## src/rtl/rv_pipe_pkg.sv

```systemverilog
// Shared types and constants for the five-stage RV32 pipeline.
package rv_pipe_pkg;

  localparam int unsigned XLEN = 32;

  // addi x0, x0, 0 -- the canonical RISC-V NOP.
  localparam logic [XLEN-1:0] NOP_INSTR        = 32'h0000_0013;
  localparam logic [XLEN-1:0] RESET_PC_DEFAULT = 32'h0000_0000;

  // IF/ID pipeline register contents as seen by decode.
  typedef struct packed {
    logic            valid;
    logic [XLEN-1:0] pc;
    logic [XLEN-1:0] instr;
  } if_id_t;

  // A fetched instruction together with the address it came from.
  typedef struct packed {
    logic [XLEN-1:0] pc;
    logic [XLEN-1:0] instr;
  } fetch_word_t;

  localparam if_id_t IF_ID_RESET = '{valid: 1'b0, pc: '0, instr: NOP_INSTR};

endpackage

```

## src/rtl/if_id_reg.sv

```systemverilog
// IF/ID pipeline register: load, hold or flush. A flush (also used for
// bubbles) clears valid and forces a NOP while keeping the last PC.
module if_id_reg
  import rv_pipe_pkg::*;
(
  input  logic            clk,
  input  logic            rst,
  input  logic            load_i,
  input  logic            flush_i,
  input  logic [XLEN-1:0] pc_i,
  input  logic [XLEN-1:0] instr_i,
  output logic            valid_o,
  output logic [XLEN-1:0] pc_o,
  output logic [XLEN-1:0] instr_o
);

  if_id_t if_id_q, if_id_d;

  // Next-state select: flush beats load, otherwise hold.
  always_comb begin
    // NOTE: assigning the hold value first means every path writes if_id_d,
    // so no latch is inferred even when neither control is active.
    if_id_d = if_id_q;
    if (flush_i) begin
      if_id_d.valid = 1'b0;
      if_id_d.instr = NOP_INSTR;
    end else if (load_i) begin
      if_id_d = '{valid: 1'b1, pc: pc_i, instr: instr_i};
    end
  end

  // Register update with synchronous reset to an invalid NOP at PC 0.
  always_ff @(posedge clk) begin
    // NOTE: non-blocking assignment so every flop samples pre-edge values.
    if (rst) if_id_q <= IF_ID_RESET;
    else     if_id_q <= if_id_d;
  end

  assign valid_o = if_id_q.valid;
  assign pc_o    = if_id_q.pc;
  assign instr_o = if_id_q.instr;

endmodule

```

## src/rtl/if_stage.sv

```systemverilog
// Instruction fetch stage: PC register, synchronous-read imem interface,
// one-entry skid buffer for responses that land during a stall, redirect
// handling, and the IF/ID register feeding decode.
module if_stage
  import rv_pipe_pkg::*;
#(
  parameter int unsigned     XLEN     = rv_pipe_pkg::XLEN,
  parameter logic [XLEN-1:0] RESET_PC = RESET_PC_DEFAULT
) (
  input  logic            clk,
  input  logic            rst,
  input  logic            en,
  input  logic            stall_i,
  input  logic            redirect_i,
  input  logic [XLEN-1:0] redirect_pc_i,
  output logic            imem_req_o,
  output logic [XLEN-1:0] imem_addr_o,
  input  logic [XLEN-1:0] imem_rdata_i,
  output logic            if_id_valid_o,
  output logic [XLEN-1:0] if_id_pc_o,
  output logic [XLEN-1:0] if_id_pc4_o,
  output logic [XLEN-1:0] if_id_instr_o
);

  logic [XLEN-1:0] pc_q, pc_d;
  logic            inflight_q, inflight_d;
  logic [XLEN-1:0] inflight_pc_q, inflight_pc_d;
  logic            buf_valid_q, buf_valid_d;
  fetch_word_t     buf_word_q, buf_word_d;

  logic            ifid_load, ifid_flush;
  logic [XLEN-1:0] ifid_pc, ifid_instr;

  // Targets are word aligned; the two low bits of a redirect are dropped.
  logic redirect_lsb_unused;
  assign redirect_lsb_unused = ^redirect_pc_i[1:0];

  assign imem_req_o  = en & ~rst & ~redirect_i & ~stall_i;
  assign imem_addr_o = pc_q;

  // Fetch control: redirect beats stall beats advance; en=0 freezes all.
  always_comb begin
    pc_d          = pc_q;
    inflight_d    = inflight_q;
    inflight_pc_d = inflight_pc_q;
    buf_valid_d   = buf_valid_q;
    buf_word_d    = buf_word_q;
    ifid_load     = 1'b0;
    ifid_flush    = 1'b0;
    ifid_pc       = inflight_pc_q;
    ifid_instr    = imem_rdata_i;
    if (en) begin
      if (redirect_i) begin
        pc_d        = {redirect_pc_i[XLEN-1:2], 2'b00};
        inflight_d  = 1'b0;
        buf_valid_d = 1'b0;
        ifid_flush  = 1'b1;
      end else if (stall_i) begin
        // Park the response so it is not lost while IF/ID holds.
        inflight_d = 1'b0;
        if (inflight_q) begin
          buf_word_d  = '{pc: inflight_pc_q, instr: imem_rdata_i};
          buf_valid_d = 1'b1;
        end
      end else begin
        pc_d          = pc_q + XLEN'(4);
        inflight_d    = 1'b1;
        inflight_pc_d = pc_q;
        if (buf_valid_q) begin
          ifid_load   = 1'b1;
          ifid_pc     = buf_word_q.pc;
          ifid_instr  = buf_word_q.instr;
          buf_valid_d = 1'b0;
        end else if (inflight_q) begin
          ifid_load = 1'b1;
        end else begin
          ifid_flush = 1'b1;
        end
      end
    end
  end

  // Control state with synchronous reset.
  always_ff @(posedge clk) begin
    if (rst) begin
      pc_q        <= RESET_PC;
      inflight_q  <= 1'b0;
      buf_valid_q <= 1'b0;
    end else begin
      pc_q        <= pc_d;
      inflight_q  <= inflight_d;
      buf_valid_q <= buf_valid_d;
    end
  end

  // Payload state, qualified by inflight_q / buf_valid_q.
  always_ff @(posedge clk) begin
    // NOTE: payload registers are left unreset; their valid flags gate every use.
    inflight_pc_q <= inflight_pc_d;
    buf_word_q    <= buf_word_d;
  end

  if_id_reg u_if_id_reg (
    .clk     (clk),
    .rst     (rst),
    .load_i  (ifid_load),
    .flush_i (ifid_flush),
    .pc_i    (ifid_pc),
    .instr_i (ifid_instr),
    .valid_o (if_id_valid_o),
    .pc_o    (if_id_pc_o),
    .instr_o (if_id_instr_o)
  );

  assign if_id_pc4_o = if_id_pc_o + XLEN'(4);

  // A stall clears inflight while filling the buffer, so both can never hold data.
  a_buf_inflight_exclusive: assert property (
    @(posedge clk) disable iff (rst) !(buf_valid_q && inflight_q)
  );

endmodule

```

## config.mk

```make
export PLATFORM = sky130hd
export DESIGN_NAME = if_stage
export DESIGN_NICKNAME = d
export VERILOG_FILES = /design/src/rtl/rv_pipe_pkg.sv /design/src/rtl/if_id_reg.sv /design/src/rtl/if_stage.sv
export SDC_FILE = /design/constraint.sdc
export NUM_CORES = 1
export LEC_CHECK = 0
export BUFFER_PORTS_ARGS = -buffer_cell sky130_fd_sc_hd__buf_2
export CORE_MARGIN = 4
export CORE_UTILIZATION = 54
export DETAILED_ROUTE_END_ITERATION = 8
export PLACE_DENSITY_LB_ADDON = 0.15
export SLEW_MARGIN = 20
export SYNTH_ARGS = -nofsm -noshare
export SYNTH_HDL_FRONTEND = slang
export SYNTH_SLANG_ARGS = --single-unit
```

## constraint.sdc

```tcl
create_clock -name clk -period 5.12 [get_ports clk]
set_input_delay 0.512 -clock clk [delete_from_list [all_inputs] [get_ports clk]]
set_output_delay 0.512 -clock clk [all_outputs]
set_load 0.02 [all_outputs]
```

==> flow_metrics.env, run 1 <==
export IMPL_status="completed"
export IMPL_synth_area_um2=8770
export IMPL_place_hpwl_mm=14.2
export IMPL_die_area_um2=18400
export IMPL_dr_pass1_iters=5
export IMPL_powerDensity_nw_per_um2=306
export IMPL_clkTransAtPathRegs_ps=70
export IMPL_met3_usage_pct=5.39
export IMPL_ys_flop_type="dfxtp_1"
export IMPL_holdCritPathClass="in2reg"
export IMPL_htreeDepth=4
export IMPL_cts_resized=0
export IMPL_p_leak_uw=0.00411
export IMPL_die_x_um=135
export IMPL_cp_arrival_ps=2590
export IMPL_antenna_found_initial=0
export IMPL_met2_usage_pct=35.2
export IMPL_root_buffer="clkbuf_16"
export IMPL_grt_pass1_vias=6556
export IMPL_cp_end_kind="output pin"
export IMPL_post_cts_buffers=0
export IMPL_grt_pass1_wl_mm=34.7
export IMPL_finalCoreUtilization_pct=65.4
export IMPL_insertion_delay_ps=430
export IMPL_crit_family="simple AND/OR/NAND/NOR gates"
export IMPL_swShare_pct=23.4
export IMPL_drive_above_1_share_pct=25.9
export IMPL_syn_area_per_cell_um2=9.54
export IMPL_path_cells="and4_1, nand4_1, nor2_1, nand4_1, xnor2_1, buf_2"
export IMPL_fin_ws_ps=2020
export IMPL_yosys_cell_types_count=64
export IMPL_syn_to_final_growth_pct=18.3
export IMPL_synth_area_leaders="edfxtp_1 (31%), dfxtp_1 (22%), nor2_1 (6.0%)"
export IMPL_vias=7400
export IMPL_start_util_pct=55.2
export IMPL_cts_tree="built"
export IMPL_final_cell_mix="buf_2 (190), nor2_1 (138), dfxtp_1 (93)"
export IMPL_final_max_slew_viol_count=0
export IMPL_yosysWarnings=0
export IMPL_rsz0062_at_grt="false"
export IMPL_finalClockSkew_ps=7.95
export IMPL_crit_path_top_delay_cell="nor2_1"
export IMPL_mostFrequentLayoutCell="buf_2"
export IMPL_hold_ws_ps=265
export IMPL_p_int_uw=2440
export IMPL_grt_use_met1_pct=35.2
export IMPL_min_period_over_period_pct=60.6
export IMPL_required_ps=4610
export IMPL_ant_nets=0
export IMPL_slowest_delay_ps=570
export IMPL_hold_viol_final=0
export IMPL_dr_first_iter_drc_count=602
export IMPL_netSwitchingPower_uw=744
export IMPL_numCtsBuffers=17
export IMPL_pwr_share_comb_pct=6.8
export IMPL_synth_largest_area_cell="edfxtp_1"
export IMPL_seq_power_share_pct=51.1
export IMPL_relSlewSlack_pct=31.9
export IMPL_overflow=0
export IMPL_fin_crit_ps=3100
export IMPL_power_frac_clock_pct=42.1
export IMPL_portBuffers=190
export IMPL_synthArstFlopShare_pct=0
export IMPL_tns_ps=0
export IMPL_max_vdd_ir_drop_mv=0.235
export IMPL_yosysTopAreaCellShare_pct=31.5
export IMPL_grt_max_degree=123
export IMPL_grt_usage_pct=23.5
export IMPL_avgRoutedWirePerCell_um=16.9
export IMPL_setup_viol=0
export IMPL_antenna_cells=0
export IMPL_seq_area_frac_synth_pct=53.2
export IMPL_total_power_uw=3180
export IMPL_worst_pin_slew_ps=1020
export IMPL_critical_path_max_fanout=8
export IMPL_clock_sinks=187
export IMPL_top_usage_layer="met2"
export IMPL_vias_per_cell=5.71
export IMPL_synth_edf_count=92
export IMPL_ios=199
export IMPL_ys_seq_elements=187
export IMPL_synthCells=920
export IMPL_wl_mm=21.9
export IMPL_crit_buf_inv=1
export IMPL_die_h_um=135
export IMPL_drc=0
export IMPL_place_congestion=0.819
export IMPL_setup_worst_path_start_class="register"
export IMPL_cp_common_cell="nand4_1"
export IMPL_worstSetupPathType="reg2out"
export IMPL_core_um2=15900
export IMPL_max_freq_ghz=0.322
export IMPL_ctsHoldBuffers=0
export IMPL_num_rows=46
export IMPL_pre_cts_slack_ps=2170
export IMPL_nets=1139
export IMPL_maxCapViolCount=0
export IMPL_cts_path_max_buffers=2
layer usage:
metal	wire (µm)	vias up
li1	-	3641
met1	10200	3497
met2	10000	249
met3	1410	13
met4	198	0
met5	0	-
cells in the mapped netlist, types with 3 or more instances:
cell,instances
o21ai_0,42
nand2_1,45
and4_1,5
clkbuf_1,52
nor2_1,140
a31oi_1,6
nand2b_1,4
o211ai_1,3
o22ai_1,30
edfxtp_1,92
buf_2,8
dfxtp_1,95
nand4_1,19
a21oi_1,73
nor2b_1,4
nor4_1,3
nand3b_1,28
a22oi_1,8
and2_1,7
xnor2_1,25
inv_1,7
nand3_1,23
nor3_1,35
a211oi_1,28
a21o_1,3
a221oi_1,4
o311ai_0,3
o21a_1,29
and3_1,14
or2_2,28
xor2_1,5
buf_4,7
buf_1,7
cell families (layout without fill, tap and decap cells):
group	count (synthesis)	count (layout)	synth area share [%]
AOI/OAI and AO/OA	240	240	17.1
adders and majority gates	2	2	0.285
muxes	1	1	0.114
and+or+nand+nor	375	375	22.2
DFF	187	187	53.2
buffers and inverters	84	240	4.12
xor gates and xnor gates	30	30	2.99
other	1	6	0.0427
metrics by stage:
step	cell area, µm²	std cells
finish	10400	1297
global route	10400	1297
CTS	10400	1297
detailed placement	9780	1265
global placement	9780	1265
floorplan	8790	925
registers in the layout (all words and copies together), names as in the netlist:
signal               count
buf_valid_q              1
buf_word_q              62
imem_addr_o             30
inflight_pc_q           30
inflight_q               1
u_if_id_reg.instr_o     32
u_if_id_reg.pc_o        30
u_if_id_reg.valid_o      1
area by class of cell:
class	instances	area [µm²]
fill	1313	5500
sequential	187	4670
multi-input combinational	654	3780
timing repair buffer	199	1020
clock buffer	17	425
tap	216	270
clock inverter	15	174
inverter	9	36.3
path summary, 6_finish.rpt:
check	from	cells past startpoint	slack [ps]	end
worst max-delay path	u_if_id_reg.pc_o[3]	6	2020	if_id_pc4_o[31]
worst min-delay path	imem_rdata_i[10]	1	260	buf_word_q[10]
worst max register to register	imem_addr_o[6]	5	2710	imem_addr_o[31]
worst min register to register	inflight_pc_q[2]	0	450	buf_word_q[34]
power by group through the flow:
stage                     clock network [µW]  logic, µW  registers, µW
after detailed placement                   0        217           1660
after global placement                     0        214           1660
after floorplan                            0        133           1660
after global routing                    1420        242           1630
after CTS                               1360        218           1620
final                                   1340        218           1630
(Power assumes the default switching activity.)
==> run 2: changes to the inputs <==
CORE_UTILIZATION = 49   (was 54)
clock period = 2.6 ns   (was 5.12 ns; I/O delays follow)
==> run 2 against run 1 <==
Net effect:
- first-iteration DRC count decreased by 2.8%
- non-clock buffer count grew 19
- routed wire length rose by 4.6%
- final cell count up 2.2%
- count of clock-buffer cells in the layout is 3 higher
- clock skew up 6.3 ps
- via count is 1.2% higher
- critical path depth is 1 higher
- register-to-register slack got worse by 2200 ps
- global-route usage is 1.0 points lower
- sequential share of layout area decreased by 0.73 points
- sequential power is 96% higher
- critical endpoint is now if_id_pc4_o[28]
==> flow_metrics.env, run 2 (synthesized netlist as in run 1, its figures left out) <==
export IMPL_status="completed"
export IMPL_cp_startpoint="u_if_id_reg.pc_o[10]"
export IMPL_place_hpwl_mm=15.2
export IMPL_cp_end_kind="output pin"
export IMPL_insertion_delay_ps=430
export IMPL_num_rows=48
export IMPL_final_max_slew_viol_count=0
export IMPL_hold_ws_ps=13.3
export IMPL_antenna_found_initial=1
export IMPL_clock_sinks=187
export IMPL_worst_pin_slew_ps=711
export IMPL_setup_viol=0
export IMPL_placed_cells=1291
export IMPL_regMostFlops="buf_word_q"
export IMPL_drive_above_1_share_pct=27.5
export IMPL_drc=0
export IMPL_total_power_uw=6160
export IMPL_grt_pass1_wl_mm=36.6
export IMPL_hold_viol_final=0
export IMPL_vias=7491
export IMPL_dr_first_iter_drc_count=585
export IMPL_vias_per_cell=5.65
export IMPL_grt_max_degree=77
export IMPL_holdCritPathClass="in2reg"
export IMPL_clkTransAtPathRegs_ps=70
export IMPL_antenna_cells=0
export IMPL_maxCapViolCount=0
export IMPL_p_leak_uw=0.00422
export IMPL_fin_cells=1325
export IMPL_cp_common_cell="nand4_1"
export IMPL_final_cell_mix="buf_2 (190), nor2_1 (138), edfxtp_1 (92)"
export IMPL_rsz0062_at_grt="false"
export IMPL_regToRegStartpoint="imem_addr_o[2]"
export IMPL_nets=1158
export IMPL_largest_register_ff_count=62
export IMPL_required_ps=2340
export IMPL_portBuffers=190
export IMPL_avgRoutedWirePerCell_um=17.3
export IMPL_max_vdd_ir_drop_mv=0.456
export IMPL_post_cts_buffers=0
export IMPL_grt_usage_pct=22.5
export IMPL_root_buffer="clkbuf_16"
export IMPL_worstSetupPathType="reg2out"
export IMPL_crit_path_top_delay_cell="dfxtp_1"
export IMPL_ant_nets=0
export IMPL_fin_crit_ps=2420
export IMPL_start_util_pct=50.4
export IMPL_path_cells="and4_1, nand4_1, nor3_2, buf_4, nand4_1, xnor2_1, buf_2"
export IMPL_die_area_um2=20100
export IMPL_powerDensity_nw_per_um2=583
export IMPL_htreeDepth=4
export IMPL_dr_pass1_iters=4
export IMPL_core_um2=17400
export IMPL_ios=199
export IMPL_syn_to_final_growth_pct=20.5
export IMPL_cts_tree="built"
export IMPL_relSlewSlack_pct=52.6
export IMPL_die_x_um=142
export IMPL_wl_mm=22.9
export IMPL_die_h_um=142
export IMPL_min_period_over_period_pct=93.0
export IMPL_mostFrequentLayoutCell="buf_2"
export IMPL_critical_path_max_fanout=8
export IMPL_grt_pass1_vias=6727
export IMPL_slowest_delay_ps=440
export IMPL_numCtsBuffers=17
export IMPL_r2r_cells=6
export IMPL_overflow=0
export IMPL_finalClockSkew_ps=14.3
export IMPL_max_freq_ghz=0.414
export IMPL_holdPathStages=1
export IMPL_setup_worst_path_start_class="register"
export IMPL_tns_ps=0
export IMPL_place_congestion=0.864
export IMPL_hp_start="imem_rdata_i[27]"
export IMPL_cts_path_max_buffers=2
export IMPL_cp_arrival_ps=2160
[run 2: through the flow]
step / area, µm² / setup WS, ps / util (%)
finish: 10600 / 183 / 60.7
global route: 10600 / 4.56 / 60.7
CTS: 10600 / 42.5 / 60.6
detailed placement: 9970 / 457 / 57.2
global placement: 9970 / 472 / 57.2
floorplan: 8800 / 72.4 / -
[run 2: what timing repair did]
| item | in CTS | in global routing |
|---|---|---|
| setup endpoints to repair | 1 | 2 |
| hold buffers | 2 | 0 |
| hold endpoints to repair | 2 | 0 |
| cloned | 0 | 0 |
| gates resized for setup | 1 | 8 |
[run 2: where the power goes]
| group | total, µW | internal (µW) | leakage, µW | switching [µW] |
|---|---|---|---|---|
| registers | 3200 | 3130 | 0.00162 | 72.1 |
| logic | 446 | 172 | 0.00233 | 274 |
| clock network | 2510 | 1390 | 0.000273 | 1120 |
[run 2: layer usage]
layer,vias to the layer above,wire (µm),share of wire (%),global-route usage (%)
met5,-,13,0.057,0
met4,2,212,0.93,5.76
met3,20,1520,6.6,4.52
met2,267,10400,46,34.1
met1,3521,10700,47,33.1
li1,3681,-,-,-
[run 2: layout make-up]
cell class / count / area, µm²
clock buffer: 20 / 458
clock inverter: 12 / 115
fill: 1510 / 6850
timing repair buffer: 218 / 1220
tap: 225 / 282
sequential: 187 / 4680
inverter: 9 / 36.3
multi-input combinational: 654 / 3780
[run 2: final timing paths]
check                    end  slack, ps
max reg2reg  imem_addr_o[26]        490
min           buf_word_q[27]         10
max          if_id_pc4_o[28]        180
min reg2reg   buf_word_q[58]        450
[run 2: critical path, delay by kind of cell (launching register included)]
family,cells,cell delay (ps)
xor+xnor,1,160
buf+inv,2,380
flops,1,440
simple gates,4,760
==> run 3: changes to the inputs <==
clock period = 2.2 ns   (was 2.6 ns; I/O delays follow)
==> run 3 against run 2 <==
Net effect:
- the flow now finishes with violations (negative setup slack)
- die area did not move
- highest routed layer is now met4
- final cell count rose by 5.1%
- clock skew fell by 7.2 ps
- sequential power rose by 18%
- non-clock buffer count rose by 68
- count of clock-buffer cells in the layout did not move
- combinational power rose by 37%
==> flow_metrics.env, run 3 (synthesized netlist as in run 1, its figures left out) <==
export IMPL_finalClockSkew_ps=7.10
export IMPL_grt_pass1_vias=7222
export IMPL_htreeDepth=4
export IMPL_drc=0
export IMPL_antenna_found_initial=0
export IMPL_setup_worst_path_start_class="register"
export IMPL_pwr_share_comb_pct=8.4
export IMPL_powerDensity_nw_per_um2=651
export IMPL_hold_viol_final=0
export IMPL_p_leak_uw=0.00454
export IMPL_grt_usage_pct=22.9
export IMPL_num_rows=48
export IMPL_start_util_pct=50.4
export IMPL_status="complete, but fails checks"
export IMPL_grt_pass1_wl_mm=37.3
export IMPL_worstSetupPathType="reg2out"
export IMPL_clock_sinks=187
export IMPL_regMostFlops="buf_word_q"
export IMPL_final_cell_mix="buf_2 (176), nor2_1 (138), edfxtp_1 (92)"
export IMPL_cts_path_max_buffers=2
export IMPL_syn_to_final_growth_pct=28.1
export IMPL_die_h_um=142
export IMPL_worst_pin_slew_ps=679
export IMPL_cp_end_kind="output pin"
export IMPL_p_int_uw=5560
export IMPL_cp_arrival_ps=2040
export IMPL_ios=199
export IMPL_overflow=0
export IMPL_maxCapViolCount=0
export IMPL_mostFrequentLayoutCell="buf_2"
export IMPL_setup_viol=3
export IMPL_relSlewSlack_pct=54.7
export IMPL_clkTransAtPathRegs_ps=70
export IMPL_dr_pass1_iters=5
export IMPL_holdCritPathClass="in2reg"
export IMPL_final_max_slew_viol_count=0
export IMPL_place_congestion=0.884
export IMPL_root_buffer="clkbuf_16"
export IMPL_vias_per_cell=5.56
export IMPL_grt_max_degree=90
export IMPL_dr_first_iter_drc_count=604
export IMPL_core_um2=17400
export IMPL_fin_crit_ps=2260
export IMPL_required_ps=1980
export IMPL_largest_register_ff_count=62
export IMPL_netSwitchingPower_uw=1760
export IMPL_portBuffers=190
export IMPL_place_hpwl_mm=14.8
export IMPL_die_area_um2=20100
export IMPL_seq_power_share_pct=51.5
export IMPL_min_period_over_period_pct=103
export IMPL_swShare_pct=24.0
export IMPL_numCtsBuffers=17
export IMPL_antenna_cells=0
export IMPL_critical_path_max_fanout=5
export IMPL_insertion_delay_ps=430
export IMPL_power_frac_clock_pct=40.1
export IMPL_violations="negative setup slack"
export IMPL_vias=7747
export IMPL_drive_above_1_share_pct=29.2
export IMPL_nets=1226
export IMPL_max_vdd_ir_drop_mv=0.567
export IMPL_total_power_uw=7320
export IMPL_placed_cells=1308
export IMPL_max_freq_ghz=0.442
export IMPL_fin_cells=1393
export IMPL_fin_ws_ps=-63.4
export IMPL_avgRoutedWirePerCell_um=16.7
export IMPL_cts_tree="built"
export IMPL_tns_ps=-134
export IMPL_wl_mm=23.3
export IMPL_die_x_um=142
export IMPL_rsz0062_at_grt="true"
export IMPL_ant_nets=0
## run 3: timing repair
item                                    CTS  global route
buffers inserted                          7             8
hold endpoints to repair                 37             1
resized for setup                        19            15
endpoints found under the setup margin   15            16
pin swaps                                 7            10
hold buffers                             37             1
## run 3: layer usage
layer	track usage, %	vias to the layer above	wire (µm)
met4	6.92	0	412
met2	34.5	277	10400
met5	0	-	0
li1	-	3812	-
met3	5.22	34	1390
met1	33.0	3624	11100
## run 3: layout make-up
| class | count | area (µm²) |
|---|---|---|
| inverter | 9 | 36.3 |
| clock inverter | 12 | 115 |
| clock buffer | 20 | 447 |
| fill | 1454 | 6170 |
| timing repair buffer | 286 | 1870 |
| multi-input combinational | 654 | 3800 |
| sequential | 187 | 4690 |
| tap | 225 | 282 |
## run 3: final timing paths
check                           start  cells past startpoint               to  slack [ps]
setup / recovery  u_if_id_reg.pc_o[3]                      7  if_id_pc4_o[31]         -60
hold / removal      redirect_pc_i[24]                      3  imem_addr_o[24]          10
hold reg to reg      inflight_pc_q[6]                      0   buf_word_q[38]         450
setup reg to reg       imem_addr_o[3]                      6  imem_addr_o[26]         180
## run 3: per-stage QoR
| step | setup slack [ps] | utilization [%] | cell area (µm²) | hold WS [ps] |
|---|---|---|---|---|
| after floorplan | 0.222 | - | 8820 | 319 |
| after global placement | 250 | 58.0 | 10100 | 406 |
| after detailed placement | 189 | 58.0 | 10100 | 407 |
| after CTS | -91.9 | 63.9 | 11100 | 1.88 |
| after global routing | -163 | 64.6 | 11200 | 10.7 |
| final | -63.4 | 64.6 | 11200 | 10.2 |
## run 3: power by group through the flow
stage / Clock (µW) / Sequential [µW] / Combinational, µW
after floorplan: 0 / 3870 / 314
after global placement: 0 / 3850 / 545
after detailed placement: 0 / 3850 / 549
after CTS: 2990 / 3770 / 604
after global routing: 3140 / 3770 / 673
final: 2940 / 3770 / 611
## run 3: worst max-delay path, stage by stage, from the launching register on
cell and delay [ps]:
dfxtp_4 360, and4_4 220, nand4_1 150, nor2_1 140, buf_4 150, nand4_1 180
xnor2_1 230, buf_4 180
